File: src/rtl/apb_fir_acc_pkg.sv
// Shared definitions for the APB FIR accelerator: register offsets,
// CTRL/STATUS bit positions and the MAC engine state type.
package apb_fir_acc_pkg;

   // Register byte offsets
   localparam logic [11:0] OFF_CTRL       = 12'h000;
   localparam logic [11:0] OFF_STATUS     = 12'h004;
   localparam logic [11:0] OFF_DATA_IN    = 12'h008;
   localparam logic [11:0] OFF_DATA_OUT   = 12'h00C;
   localparam logic [11:0] OFF_SAMPLE_CNT = 12'h010;
   localparam logic [11:0] OFF_TAP0       = 12'h040;

   // CTRL fields
   localparam int unsigned CTRL_EN_BIT  = 0;
   localparam int unsigned CTRL_CLR_BIT = 1;
   localparam int unsigned CTRL_NT_LSB  = 8;

   // STATUS fields
   localparam int unsigned STS_IN_EMPTY    = 0;
   localparam int unsigned STS_IN_FULL     = 1;
   localparam int unsigned STS_OUT_EMPTY   = 2;
   localparam int unsigned STS_OUT_FULL    = 3;
   localparam int unsigned STS_BUSY        = 4;
   localparam int unsigned STS_OVERFLOW    = 5;
   localparam int unsigned STS_UNDERFLOW   = 6;
   localparam int unsigned STS_IN_CNT_LSB  = 8;
   localparam int unsigned STS_OUT_CNT_LSB = 16;

   typedef enum logic [1:0] {
      IDLE  = 2'd0,
      MAC   = 2'd1,
      WRITE = 2'd2
   } fir_state_e;

endpackage

File: src/rtl/fir_sync_fifo.sv
// Synchronous FIFO with occupancy count and synchronous clear.
// Ports: clk/rst (sync, active-high), i_clear (flush), i_push/i_data (write),
//        i_pop/o_data (read head), o_full, o_empty, o_count.
// A push while full is accepted only if a pop happens on the same edge.
module fir_sync_fifo #(
   parameter int unsigned WIDTH = 12,
   parameter int unsigned DEPTH = 4
) (
   input  logic                     clk,
   input  logic                     rst,
   input  logic                     i_clear,
   input  logic                     i_push,
   input  logic                     i_pop,
   input  logic [WIDTH-1:0]         i_data,
   output logic [WIDTH-1:0]         o_data,
   output logic                     o_full,
   output logic                     o_empty,
   output logic [$clog2(DEPTH):0]   o_count
);
   localparam int unsigned AW = $clog2(DEPTH);

   logic [WIDTH-1:0] r_mem [DEPTH];
   logic [AW-1:0]    r_wr;
   logic [AW-1:0]    r_rd;
   logic [AW:0]      r_count;
   logic             w_push;
   logic             w_pop;

   assign o_empty = (r_count == '0);
   assign o_full  = (r_count == (AW+1)'(DEPTH));
   assign o_count = r_count;
   assign o_data  = r_mem[r_rd];

   assign w_pop  = i_pop & ~o_empty;
   assign w_push = i_push & (~o_full | w_pop);

   // Pointer/count update; clear wins over any push/pop
   always_ff @(posedge clk) begin
      if (rst || i_clear) begin
         r_wr    <= '0;
         r_rd    <= '0;
         r_count <= '0;
      end else begin
         if (w_push) begin
            r_mem[r_wr] <= i_data;
            r_wr        <= r_wr + AW'(1);
         end
         if (w_pop) r_rd <= r_rd + AW'(1);
         case ({w_push, w_pop})
            2'b10:   r_count <= r_count + (AW+1)'(1);
            2'b01:   r_count <= r_count - (AW+1)'(1);
            default: r_count <= r_count;
         endcase
      end
   end

endmodule

File: src/rtl/apb_fir_acc.sv
// APB FIR accelerator: programmable taps, input/output sample FIFOs and a
// sequential single-multiplier MAC engine (IDLE -> MAC x ntaps -> WRITE).
// Ports: HCLK/HRESET (sync, active-high), APB slave PADDR/PWDATA/PWRITE/
//        PSEL/PENABLE in, PRDATA/PREADY/PSLVERR out (reads are combinational).
module apb_fir_acc
   import apb_fir_acc_pkg::*;
#(
   parameter int unsigned APB_ADDR_WIDTH = 12,
   parameter int unsigned DW             = 12,
   parameter int unsigned TW             = 12,
   parameter int unsigned NTAPS          = 8,
   parameter int unsigned FIFO_DEPTH     = 4
) (
   input  logic                      HCLK,
   input  logic                      HRESET,
   input  logic [APB_ADDR_WIDTH-1:0] PADDR,
   input  logic [31:0]               PWDATA,
   input  logic                      PWRITE,
   input  logic                      PSEL,
   input  logic                      PENABLE,
   output logic [31:0]               PRDATA,
   output logic                      PREADY,
   output logic                      PSLVERR
);
   localparam int unsigned OW = DW + TW + $clog2(NTAPS);
   localparam int unsigned PW = DW + TW;
   localparam int unsigned IW = $clog2(NTAPS);
   localparam int unsigned CW = $clog2(FIFO_DEPTH) + 1;

   if (OW > 32) begin : g_ow_too_wide
      $error("apb_fir_acc: accumulator width OW exceeds 32 bits");
   end

   fir_state_e             r_state;
   logic                   r_en;
   logic [7:0]             r_ntaps;
   logic [31:0]            r_cnt;
   logic                   r_ovf;
   logic                   r_udf;
   logic signed [OW-1:0]   r_acc;
   logic [IW-1:0]          r_idx;
   logic signed [TW-1:0]   r_tap   [NTAPS];
   logic signed [DW-1:0]   r_dline [NTAPS];

   logic                   w_access, w_wr, w_rd;
   logic [11:0]            w_addr, w_tap_off;
   logic                   w_sel_ctrl, w_sel_status, w_sel_din, w_sel_dout, w_sel_cnt, w_sel_tap;
   logic [IW-1:0]          w_tap_idx;
   logic [7:0]             w_nt_field, w_nt_wr;
   logic                   w_clear, w_start, w_in_push, w_out_pop, w_ovf_evt, w_udf_evt;
   logic [DW-1:0]          w_in_data;
   logic [OW-1:0]          w_out_data;
   logic                   w_in_full, w_in_empty, w_out_full, w_out_empty;
   logic [CW-1:0]          w_in_count, w_out_count;
   logic signed [PW-1:0]   w_prod;
   logic [31:0]            w_status, w_rdata;
   logic                   w_err;
   logic                   w_unused;

   assign w_unused = ^{PADDR[1:0], PWDATA[31:16]};

   // Address decode on the word index
   assign w_access     = PSEL & PENABLE;
   assign w_wr         = w_access & PWRITE;
   assign w_rd         = w_access & ~PWRITE;
   assign w_addr       = {PADDR[11:2], 2'b00};
   assign w_sel_ctrl   = (w_addr == OFF_CTRL);
   assign w_sel_status = (w_addr == OFF_STATUS);
   assign w_sel_din    = (w_addr == OFF_DATA_IN);
   assign w_sel_dout   = (w_addr == OFF_DATA_OUT);
   assign w_sel_cnt    = (w_addr == OFF_SAMPLE_CNT);
   assign w_sel_tap    = (w_addr >= OFF_TAP0) && (w_addr < OFF_TAP0 + 12'(4 * NTAPS));
   assign w_tap_off    = w_addr - OFF_TAP0;
   assign w_tap_idx    = w_tap_off[IW+1:2];

   // ntaps_active is clamped into 1..NTAPS on write
   assign w_nt_field = PWDATA[CTRL_NT_LSB +: 8];
   assign w_nt_wr    = (w_nt_field == 8'd0)        ? 8'd1 :
                       (w_nt_field > 8'(NTAPS))    ? 8'(NTAPS) : w_nt_field;

   // Edge events
   assign w_clear   = w_wr & w_sel_ctrl & PWDATA[CTRL_CLR_BIT];
   assign w_start   = (r_state == IDLE) & r_en & ~w_in_empty & ~w_out_full;
   assign w_in_push = w_wr & w_sel_din;
   assign w_ovf_evt = w_in_push & w_in_full & ~w_start;
   assign w_out_pop = w_rd & w_sel_dout;
   assign w_udf_evt = w_out_pop & w_out_empty;

   assign w_prod = PW'(r_tap[r_idx]) * PW'(r_dline[r_idx]);

   fir_sync_fifo #(.WIDTH(DW), .DEPTH(FIFO_DEPTH)) u_in_fifo (
      .clk     (HCLK),
      .rst     (HRESET),
      .i_clear (w_clear),
      .i_push  (w_in_push),
      .i_pop   (w_start),
      .i_data  (PWDATA[DW-1:0]),
      .o_data  (w_in_data),
      .o_full  (w_in_full),
      .o_empty (w_in_empty),
      .o_count (w_in_count)
   );

   fir_sync_fifo #(.WIDTH(OW), .DEPTH(FIFO_DEPTH)) u_out_fifo (
      .clk     (HCLK),
      .rst     (HRESET),
      .i_clear (w_clear),
      .i_push  (r_state == WRITE),
      .i_pop   (w_out_pop),
      .i_data  (r_acc),
      .o_data  (w_out_data),
      .o_full  (w_out_full),
      .o_empty (w_out_empty),
      .o_count (w_out_count)
   );

   // Control registers, tap file, delay line and MAC FSM
   always_ff @(posedge HCLK) begin
      if (HRESET) begin
         r_state <= IDLE;
         r_en    <= 1'b0;
         r_ntaps <= 8'(NTAPS);
         r_cnt   <= '0;
         r_ovf   <= 1'b0;
         r_udf   <= 1'b0;
         r_acc   <= '0;
         r_idx   <= '0;
         for (int i = 0; i < NTAPS; i++) begin
            r_tap[i]   <= '0;
            r_dline[i] <= '0;
         end
      end else if (w_clear) begin
         // Like reset, but taps and ntaps_active survive
         r_state <= IDLE;
         r_en    <= 1'b0;
         r_cnt   <= '0;
         r_ovf   <= 1'b0;
         r_udf   <= 1'b0;
         r_acc   <= '0;
         r_idx   <= '0;
         for (int i = 0; i < NTAPS; i++) r_dline[i] <= '0;
      end else begin
         if (w_wr && w_sel_ctrl) begin
            r_en    <= PWDATA[CTRL_EN_BIT];
            r_ntaps <= w_nt_wr;
         end
         if (w_wr && w_sel_tap && !r_en) r_tap[w_tap_idx] <= PWDATA[TW-1:0];
         if (w_ovf_evt) r_ovf <= 1'b1;
         if (w_udf_evt) r_udf <= 1'b1;

         case (r_state)
            IDLE: begin
               if (w_start) begin
                  r_dline[0] <= w_in_data;
                  for (int i = 1; i < NTAPS; i++) r_dline[i] <= r_dline[i-1];
                  r_acc   <= '0;
                  r_idx   <= '0;
                  r_state <= MAC;
               end
            end
            MAC: begin
               r_acc <= r_acc + OW'(w_prod);
               r_idx <= r_idx + IW'(1);
               // >= keeps the engine bounded if ntaps shrinks mid-sample
               if (8'(r_idx) >= r_ntaps - 8'd1) r_state <= WRITE;
            end
            WRITE: begin
               r_cnt   <= r_cnt + 32'd1;
               r_state <= IDLE;
            end
            default: r_state <= IDLE;
         endcase
      end
   end

   // STATUS word from current (pre-edge) state
   always_comb begin
      w_status                            = '0;
      w_status[STS_IN_EMPTY]              = w_in_empty;
      w_status[STS_IN_FULL]               = w_in_full;
      w_status[STS_OUT_EMPTY]             = w_out_empty;
      w_status[STS_OUT_FULL]              = w_out_full;
      w_status[STS_BUSY]                  = (r_state != IDLE);
      w_status[STS_OVERFLOW]              = r_ovf;
      w_status[STS_UNDERFLOW]             = r_udf;
      w_status[STS_IN_CNT_LSB +: 8]       = 8'(w_in_count);
      w_status[STS_OUT_CNT_LSB +: 8]      = 8'(w_out_count);
   end

   // Read mux and error response
   always_comb begin
      w_rdata = '0;
      w_err   = 1'b0;
      if (w_access) begin
         if (w_sel_ctrl) begin
            if (!PWRITE) begin
               w_rdata[CTRL_EN_BIT]       = r_en;
               w_rdata[CTRL_NT_LSB +: 8]  = r_ntaps;
            end
         end else if (w_sel_status) begin
            if (PWRITE) w_err = 1'b1;
            else        w_rdata = w_status;
         end else if (w_sel_din) begin
            w_rdata = '0;
         end else if (w_sel_dout) begin
            if (PWRITE)            w_err = 1'b1;
            else if (!w_out_empty) w_rdata = 32'($signed(w_out_data));
         end else if (w_sel_cnt) begin
            if (PWRITE) w_err = 1'b1;
            else        w_rdata = r_cnt;
         end else if (w_sel_tap) begin
            if (!PWRITE) w_rdata = 32'(r_tap[w_tap_idx]);
         end else begin
            w_err = 1'b1;
         end
      end
   end

   assign PRDATA  = w_rdata & {32{w_rd}};
   assign PSLVERR = w_err;
   assign PREADY  = 1'b1;

endmodule

File: config.mk
export PLATFORM = sky130hd
export DESIGN_NAME = apb_fir_acc
export DESIGN_NICKNAME = d
export VERILOG_FILES = /design/src/rtl/apb_fir_acc_pkg.sv /design/src/rtl/fir_sync_fifo.sv /design/src/rtl/apb_fir_acc.sv
export SDC_FILE = /design/constraint.sdc
export NUM_CORES = 1
export LEC_CHECK = 0
export BUFFER_PORTS_ARGS = -buffer_cell sky130_fd_sc_hd__buf_2
export CORE_UTILIZATION = 50
export CTS_CLUSTER_DIAMETER = 40
export CTS_CLUSTER_SIZE = 28
export DETAILED_ROUTE_END_ITERATION = 8
export PLACE_DENSITY = 0.69
export RECOVER_POWER = 25
export SYNTH_ARGS = -nofsm -noshare
export SYNTH_HDL_FRONTEND = slang
export SYNTH_SLANG_ARGS = --single-unit
File: constraint.sdc
create_clock -name HCLK -period 7.1 [get_ports HCLK]
set_clock_uncertainty 0.1 [all_clocks]
set_input_delay 1.065 -clock HCLK [delete_from_list [all_inputs] [get_ports HCLK]]
set_output_delay 1.065 -clock HCLK [all_outputs]
set_load 0.01 [all_outputs]
==> run summary <==
synth warn - 0
R2R depth - 23
Netlist Area Pre-Place - 0.02640 sq mm
Core Rows - 83
Die Span X - 231.8 um
actual slew at the worst max-slew pin - 2.135 ns
status - finished with violations
RSZ-0062 raised after global routing - no
clock latency on the worst-skew pair - 0.61 ns
RePlAce Congestion - 0.9356
Startpoint Class - flop
R2R Setup Slk - 0.20 ns
drc violations - 0
CTS tree - yes
hpwl dp - 45640 um
syn_nets - 2441
Tot Pwr - 6.048 mW
Critical Path RT - 7.55 ns
Vias/cell - 5.684
vias in the first global route - 17643
Longest Clk Path Bufs - 3
Clk pin slew, worst setup/hold paths - 0.06 ns
fin util - 57.69%
cts bufs inserted - 57
DR vias - 16830
Max Clock Freq - 0.1448 GHz
shortest period the worst path allows - 6.905 ns
Layout Cells excl Fill - 2961
crit-path max FO - 16
Max Slew Vio Count - 33
worst hold slack - 0.3881 ns
GRT Util Overall - 24.21%
routed length per instance - 21.36 um
Final period util - 97.25%
setup violators final - 0
sequential area share after synthesis - 46.40%
Placed Cells - 2842
Post-synth EDFFs - 336
CP endpoint kind - flop
pre-CTS setup slack - 0.06631 ns
Final nets - 2545
Post-synth ARST share - 0%
share of the synthesized area in the top cell type - 38.21%
Hold Crit Start - r_dline[0][1]$_SDFFE_PP0P_
Hold Crit Class - reg2reg
#FFs+latches synth - 444
WS Path Type - reg2reg
CTS sink count - 444
TNS Setup - 0 ns
final setup margin - 0.1950 ns
area growth from synthesis to layout - 12.99%
IO Port Bufs - 63
WHS Endpoint - r_dline[0][1]$_SDFFE_PP0P_
H-Tree Depth - 2
hold depth - 2
relative max-transition margin - -42.36%
Initial Util - 51.05%
number of fill cells - 4135
Routed Wire Length - 63260 um
Clock Root Buffer - clkbuf_16
Pleak - 11.84 nW
IO Pins - 83
ranking of synthesized cells by area - edfxtp_1 (38%), fa_1 (13%), mux4_2 (8.7%)
CP Data Arrival Time - 7.35 ns
DR iter-0 viols - 1352
Peak supply drop - 0.2252 mV
dpl cell area - 0.02770 sq mm
core area - 0.05172 sq mm
largest net degree at the start of global routing - 86
post-route ant nets - 0
violated checks - max-capacitance violations, max-slew violations
final hold vios - 0
die area - 0.05373 sq mm
cell accounting for the most synthesized area - edfxtp_1
main flop type after synthesis - edfxtp_1
proportion of layout cells with a drive suffix above 1 - 16.80%
total grt overflow - 0
initial antenna violation count - 1
cells after synthesis - 2127
PwrDens - 202.7 mW/mm^2
first-pass GRT wire length - 99220 um
Final Cell Area - 0.02983 sq mm
maxcap violations - 1
Reg2Reg Capture Point - r_acc[26]$_SDFFE_PP0P_
number of unique standard cell types used by synthesis - 77
Mean Syn Cell Area - 12.41 sq um
Die Ht - 231.8 um
Detailed Routing Iterations Pass 1 - 5
## flip-flops by register name (all words and copies together), names as in the netlist, named ones only
name and flops:
r_en 1, u_in_fifo.o_count 3, u_out_fifo.o_count 3, r_dline 96
u_out_fifo.r_mem 108, r_udf 1, r_idx 3, r_state 2
u_out_fifo.r_rd 2, r_acc 27, u_out_fifo.r_wr 2, r_ovf 1
u_in_fifo.r_mem 48, u_in_fifo.r_rd 2, r_tap 96, u_in_fifo.r_wr 2
r_cnt 32, r_ntaps 8
## cell type report
class                           instances  area [sq um]  share of cell area, %
Clock buffer                           64          1515                  5.079
Inverter                              217         814.5                  2.730
Multi-Input combinational cell       1374         12930                  43.33
Sequential cell                       444         12260                  41.09
Antenna cell                            1         2.502               0.008388
Timing Repair Buffer                  137         935.9                  3.137
Clock inverter                         44         529.3                  1.774
Tap cell                              680         850.8                  2.852
## power by group
group	switching, mW	internal [mW]
clock	1.23	1.78
combinational	0.135	0.0676
sequential	0.0228	2.82
## worst max-delay path, cell delays in order (launching register included)
cell	delay [ns]
dfxtp_4	0.42
buf_12	0.20
buf_4	0.15
mux4_2	0.55
mux2i_1	0.26
nor2_1	0.11
fa_1	0.53
inv_1	0.06
fa_1	0.50
inv_1	0.06
fa_1	0.50
inv_1	0.05
fa_1	0.47
inv_1	0.05
fa_1	0.47
ha_1	0.31
ha_1	0.37
o21ai_1	0.17
o21bai_2	0.10
o41ai_4	0.44
o31ai_2	0.13
a211o_1	0.29
or4_1	0.46
nand3_1	0.09
## synthesized netlist by cell type, types with 4 or more instances
library cell	instances
buf_2	42
a21o_1	11
nand4_1	15
nand3_1	22
or4_1	4
nand2b_1	14
inv_1	215
buf_1	9
a31oi_1	12
nor2_1	184
edfxtp_1	336
mux2_2	21
a21oi_1	62
buf_4	4
fa_1	177
nor3_1	6
nand2_1	163
o22ai_1	5
a222oi_1	11
mux4_2	102
a221oi_1	6
a22oi_1	10
dfxtp_1	108
ha_1	88
nor2b_1	13
and3_1	12
o21ai_0	24
and2_1	198
or2_2	12
mux2i_1	39
nor4_1	4
xnor2_1	29
xor2_1	37
a22o_1	13
clkbuf_1	36
o21ai_1	20
o211ai_1	4
## cells by family (layout without fill, tap and decap cells)
logic type | count (synthesis) | in the layout | share of synthesized area, %
xor gates and xnor gates | 66 | 66 | 2.189
buffers and inverters | 309 | 462 | 4.677
adders and majority gates | 265 | 265 | 17.59
muxes | 162 | 162 | 11.07
and+or+nand+nor | 669 | 669 | 12.66
DFF | 444 | 444 | 46.40
AOI/OAI and AO/OA | 211 | 211 | 5.393
other | 1 | 2 | 0.01420
## timing repair
action	in CTS	in global routing
hold buffers	0	0
setup endpoints to repair	0	7
setup buffers	0	9
gates resized for setup	0	9
## how the worst max path moves through the flow
stage               startpoint                      to  slack [ns]  depth (start not counted)
floorplan                 flop  r_acc[26]$_SDFFE_PP0P_        0.19                         21
global placement          flop  r_acc[26]$_SDFFE_PP0P_        0.09                         23
detailed placement        flop  r_acc[26]$_SDFFE_PP0P_        0.07                         23
CTS                       flop  r_acc[26]$_SDFFE_PP0P_        0.03                         23
global route              flop  r_acc[26]$_SDFFE_PP0P_       0.004                         22
finish                    flop  r_acc[26]$_SDFFE_PP0P_        0.20                         23
## layout by cell type, fill, tap and decap left out, drive strengths merged, types with 37 or more instances in the layout
| cell | Yosys | routed |
|---|---|---|
| xor2 | 37 | 37 |
| nor2 | 186 | 186 |
| a21oi | 62 | 62 |
| edfxtp | 336 | 336 |
| ha | 88 | 88 |
| dfxtp | 108 | 108 |
| fa | 177 | 177 |
| clkbuf | 36 | 83 |
| and2 | 199 | 199 |
| nand2 | 165 | 165 |
| o21ai | 44 | 44 |
| inv | 217 | 233 |
| mux4 | 102 | 102 |
| mux2i | 39 | 39 |
| buf | 56 | 118 |
## metal layers
metal | track usage, % | part of all wire, % | routed length, um | vias to the layer above
li1 | - | - | - | 7629
met1 | 31.96 | 43 | 27060 | 8547
met2 | 40.79 | 48 | 30620 | 536
met3 | 3.819 | 5.8 | 3644 | 118
met4 | 8.018 | 3.1 | 1935 | 0
met5 | 0 | 0 | 0 | -
No activity file was read; power rests on OpenSTA's default activity.
